--- src/rtl/data_1_2.sv ---
// Header-steered packet router: one ap_vld/ap_ack input stream, two outputs.
// Header word picks the destination and payload length; payload is forwarded.
module data_1_2 #(
    parameter int DATA_WIDTH = 32,
    parameter int LEN_BITS   = 16,
    parameter int DEST_BIT   = 31
) (
    input  logic                  ap_clk,
    input  logic                  ap_rst,
    input  logic                  ap_start,
    output logic                  ap_done,
    output logic                  ap_idle,
    output logic                  ap_ready,
    input  logic [DATA_WIDTH-1:0] Input_1_V_V,
    input  logic                  Input_1_V_V_ap_vld,
    output logic                  Input_1_V_V_ap_ack,
    output logic [DATA_WIDTH-1:0] Output_1_V_V,
    output logic                  Output_1_V_V_ap_vld,
    input  logic                  Output_1_V_V_ap_ack,
    output logic [DATA_WIDTH-1:0] Output_2_V_V,
    output logic                  Output_2_V_V_ap_vld,
    input  logic                  Output_2_V_V_ap_ack
);

    localparam logic [0:0] HDR = 1'b0;
    localparam logic [0:0] PAY = 1'b1;

    logic [0:0]            state_q, state_d;
    logic                  dest_q, dest_d;
    logic [LEN_BITS-1:0]   rem_q, rem_d;
    logic                  done_q, done_d;
    logic [DATA_WIDTH-1:0] o1_data_q, o1_data_d;
    logic [DATA_WIDTH-1:0] o2_data_q, o2_data_d;
    logic                  o1_vld_q, o1_vld_d;
    logic                  o2_vld_q, o2_vld_d;
    logic                  in_ack, xfer, ld1, ld2;
    logic [LEN_BITS-1:0]   hdr_len;

    assign hdr_len = Input_1_V_V[LEN_BITS-1:0];

    // In PAY the input only stalls when the selected output cannot drain.
    always_comb begin
        in_ack = ap_start;
        if (state_q == PAY) begin
            if (dest_q) in_ack = !o2_vld_q || Output_2_V_V_ap_ack;
            else        in_ack = !o1_vld_q || Output_1_V_V_ap_ack;
        end
    end

    assign xfer = Input_1_V_V_ap_vld && in_ack;

    always_comb begin
        state_d = state_q;
        dest_d  = dest_q;
        rem_d   = rem_q;
        done_d  = 1'b0;
        ld1     = 1'b0;
        ld2     = 1'b0;
        case (state_q)
            HDR: begin
                if (xfer) begin
                    dest_d = Input_1_V_V[DEST_BIT];
                    rem_d  = hdr_len;
                    if (hdr_len == '0) done_d  = 1'b1;
                    else               state_d = PAY;
                end
            end
            PAY: begin
                if (xfer) begin
                    ld1   = !dest_q;
                    ld2   = dest_q;
                    rem_d = rem_q - LEN_BITS'(1);
                    if (rem_q == LEN_BITS'(1)) begin
                        done_d  = 1'b1;
                        state_d = HDR;
                    end
                end
            end
            default: state_d = HDR;
        endcase
    end

    always_comb begin
        o1_vld_d  = ld1 || (o1_vld_q && !Output_1_V_V_ap_ack);
        o2_vld_d  = ld2 || (o2_vld_q && !Output_2_V_V_ap_ack);
        o1_data_d = ld1 ? Input_1_V_V : o1_data_q;
        o2_data_d = ld2 ? Input_1_V_V : o2_data_q;
    end

    always_ff @(posedge ap_clk or posedge ap_rst) begin
        if (ap_rst) begin
            state_q   <= HDR;
            dest_q    <= 1'b0;
            rem_q     <= '0;
            done_q    <= 1'b0;
            o1_vld_q  <= 1'b0;
            o2_vld_q  <= 1'b0;
            o1_data_q <= '0;
            o2_data_q <= '0;
        end else begin
            state_q   <= state_d;
            dest_q    <= dest_d;
            rem_q     <= rem_d;
            done_q    <= done_d;
            o1_vld_q  <= o1_vld_d;
            o2_vld_q  <= o2_vld_d;
            o1_data_q <= o1_data_d;
            o2_data_q <= o2_data_d;
        end
    end

    assign Input_1_V_V_ap_ack  = in_ack;
    assign Output_1_V_V        = o1_data_q;
    assign Output_1_V_V_ap_vld = o1_vld_q;
    assign Output_2_V_V        = o2_data_q;
    assign Output_2_V_V_ap_vld = o2_vld_q;
    assign ap_done             = done_q;
    assign ap_ready            = done_q;
    assign ap_idle             = (state_q == HDR) && !o1_vld_q && !o2_vld_q;

endmodule

--- config.mk ---
export PLATFORM = sky130hd
export DESIGN_NAME = data_1_2
export DESIGN_NICKNAME = d
export VERILOG_FILES = /design/src/rtl/data_1_2.sv
export SDC_FILE = /design/constraint.sdc
export NUM_CORES = 1
export LEC_CHECK = 0
export ABC_AREA = 1
export CAP_MARGIN = 20
export CORE_MARGIN = 2
export CORE_UTILIZATION = 53
export DETAILED_ROUTE_END_ITERATION = 10
export GPL_ROUTABILITY_DRIVEN = 0
export MAX_ROUTING_LAYER = met4
export PLACE_DENSITY_LB_ADDON = 0.05
export SYNTH_ARGS = -nofsm -noshare
export SYNTH_HDL_FRONTEND = slang
export SYNTH_SLANG_ARGS = --single-unit
--- constraint.sdc ---
create_clock -name ap_clk -period 5.03 [get_ports ap_clk]
set_input_delay 1.006 -clock ap_clk [delete_from_list [all_inputs] [get_ports ap_clk]]
set_output_delay 1.006 -clock ap_clk [all_outputs]
set_load 0.01 [all_outputs]
==> metrics <==
post-synth top area cell=dfrtp_1; RSZ-0062 raised after global routing=false; routed length per instance=~14 µm; max-cap viol count=0; worst rel slew slack=0.360; synthesized flop and latch total=85; most numerous cell on the critical path=inv_1; CP bufs+invs=3; Core Area=~7600 µm²; Sink Count=85; Net count, final=627; status=completed; Post-synth EDFFs=0; Initial Util=0.540; worst path cell trace=inv_1 -> nor2_1 -> nand2_1 -> nand3_4 -> inv_1 -> clkdlybuf4s50_1; multiplexer area fraction after synthesis=0; Setup-failing EPs final=0; Reg-to-Reg Start=state_q; cell area after synthesis=between 4000 and 5000 µm²; DRT antenna net count=0; I/O Pins=~110; Worst IR Drop VDD=between 0.3 and 0.4 mV; Static Leakage=between 2 and 3 nW; Synth Warn #=0; Min-Delay Path Class=reg2reg; Post-Synth Simple-Gate Area=0.239; xor-xnor portion of the synthesized cell area=0; Die Area=between 8000 and 9000 µm²; hold_buf cts=0; Most used DFF post-synth=dfrtp_1; Avg Cell Area, Syn=roughly 8.5 µm²; Yosys top cell area share=0.515; Setup WS pre-CTS=about 1600 ps; Total Negative Setup Slacks=0 ps; largest net degree at the start of global routing=between 60 and 70; CP endpoint kind=primary output; HPWL after DPL=6760 µm; slowest CP cell=dfrtp_1; Detailed Route WL=9480 µm; flop2flop setup slack=1630 ps; CTS tree=built; initial DRC count=about 160; Adder-Cell Fraction of Synth Area=0.00606; Num CTS Buffers=9; min setup slack post-route=~1200 ps; Synth area leaders=dfrtp_1, nand2_1, o21ai_2; Max Slew Vio Count=0; Final Hold Fails=0; first-pass GRT wire length=around 16000 µm; FP Rows=32; type of origin of the critical path=flop; setup bufs post-CTS=0; Syn-to-layout area delta=31.0%; CTS root buf=clkbuf_8; WP depth=6; number of vias per cell=~5.0; post-synth cell types=23; PwrDens=approximately 630 nW/µm²; gr usage total=0.238; 1st-pass router iterations=4; initial antenna violation count=0; CP Max Fanout=30; placed cells=between 600 and 700; Net Count, Synth=around 530; DR vias=between 3000 and 4000; beginning of the critical path=state_q; WS Path Type=reg2out; GRT overflow=0; largest family of logic cells by synthesized area=simple AND/OR/NAND/NOR gates; Seq/Total Area, Yosys=0.515; ANT cells=0; drt drc=0; port bufs=107; non-filler cells, final=694; Max Freq=0.261 GHz; reg2reg end=Output_2_V_V[12]; complex-gate fraction of the synthesized area=0.139; CTS resizes=0; vias in the first global route=around 3300; Top delay family on crit path=flip-flops; R2R cell count=9; clk_lat worst skew=~350 ps; Tmin final=between 3000 and 4000 ps; crit path DAT=roughly 2800 ps; die width=about 92 µm; crit path to=Input_1_V_V_ap_ack; worst slew pin tran=~960 ps; CTS clk-pin slew, worst paths=around 80 ps; Final Cycle Share=0.761; CP max stage delay=a little under 1000 ps; Post-Synthesis Cells=about 490; WP data required=about 4000 ps; CTS H-tree lvls=3; clock skew=7.41 ps; asr flop ratio synth=1.00; maximum root-to-sink buffer count=2; ratio of cells with drive above 1 in the final layout=0.128; Die Span Y=between 90 and 100 µm
## cells by family after synthesis
group | Yosys count
simple gates | 236
fa+ha+maj | 2
compound gates | 80
flops | 85
buf+inv | 82
## per-stage QoR
step / area [µm²] / power (mW) / utilization / hold slack, ps
6_report: 5410 / 3.42 / 0.707 / 485
5_1_grt: 5410 / 3.68 / 0.707 / 508
4_1_cts: 5370 / 3.42 / 0.702 / 487
3_5_place_dp: 5160 / 2.92 / 0.675 / 467
3_3_place_gp: 5160 / 2.87 / 0.675 / 463
2_1_floorplan: 4130 / 2.25 / - / 471
## worst min-delay path by stage
stage                     start                to  slack (ps)  cells after the start
5_1_grt        Output_2_V_V[25]  Output_2_V_V[25]         510                      2
4_1_cts        Output_1_V_V[22]  Output_1_V_V[22]         490                      2
3_5_place_dp   Output_2_V_V[26]  Output_2_V_V[26]         470                      2
6_report       Output_2_V_V[25]  Output_2_V_V[25]         480                      2
2_1_floorplan         rem_q[15]         rem_q[15]         470                      2
3_3_place_gp   Output_2_V_V[24]  Output_2_V_V[24]         460                      2
## placed cells by master (no fill, tap or decap), types with 3 or more instances in the layout
cell type | netlist | layout
clkdlybuf4s50_1 | 0 | 107
nand4_1 | 3 | 3
nand2_1 | 149 | 149
nand2_2 | 4 | 4
nand3_1 | 31 | 31
o21ai_2 | 46 | 46
nor2_1 | 43 | 43
dfrtp_1 | 85 | 85
inv_1 | 60 | 59
clkbuf_8 | 0 | 11
o21ai_0 | 14 | 14
o21ai_1 | 18 | 18
buf_4 | 1 | 3
## power breakdown
group	switching [mW]	total, mW	internal [mW]
combinational	0.872	1.68	0.812
clock	0.239	0.496	0.258
sequential	0.235	1.24	1.01
## layout make-up
type / instances / area (µm²)
tap: 102 / 128
clock buffer: 13 / 159
inverter: 61 / 230
timing repair buffer: 112 / 1130
sequential: 85 / 2130
clock inverter: 3 / 43.8
multi-input combinational: 318 / 1590
fill: 621 / 2240
## state kept, by name, indices dropped and copies added, names as in the netlist
name,count
Output_1_V_V_ap_vld,1
rem_q,16
Output_2_V_V_ap_vld,1
state_q,1
Output_1_V_V,32
Output_2_V_V,32
ap_done,1
dest_q,1
## routing by layer
metal | up-vias | routed length, µm | GRT usage
li1 | 1730 | - | -
met2 | 102 | 4600 | 0.381
met1 | 1599 | 4320 | 0.312
met4 | 0 | 163 | 0.0821
met3 | 15 | 395 | 0.0386
met5 | - | 0 | -
## cells in the mapped netlist (2+ instances only)
library cell,count
nand2_1,149
dfrtp_1,85
inv_1,60
o21ai_2,46
nor2_1,43
nand3_1,31
o21ai_1,18
o21ai_0,14
buf_6,13
nand2_2,4
clkbuf_1,3
nand4_1,3
a21oi_1,2
buf_2,2
clkbuf_2,2
ha_1,2
or2_2,2
## tightest hold or removal path, delay by kind of cell, from the launching register on
kind               cells  cell delay (ps)
and+or+nand+nor        1               60
DFF                    1              350
AOI/OAI and AO/OA      1               40
Power figures use the tool's default switching activity.
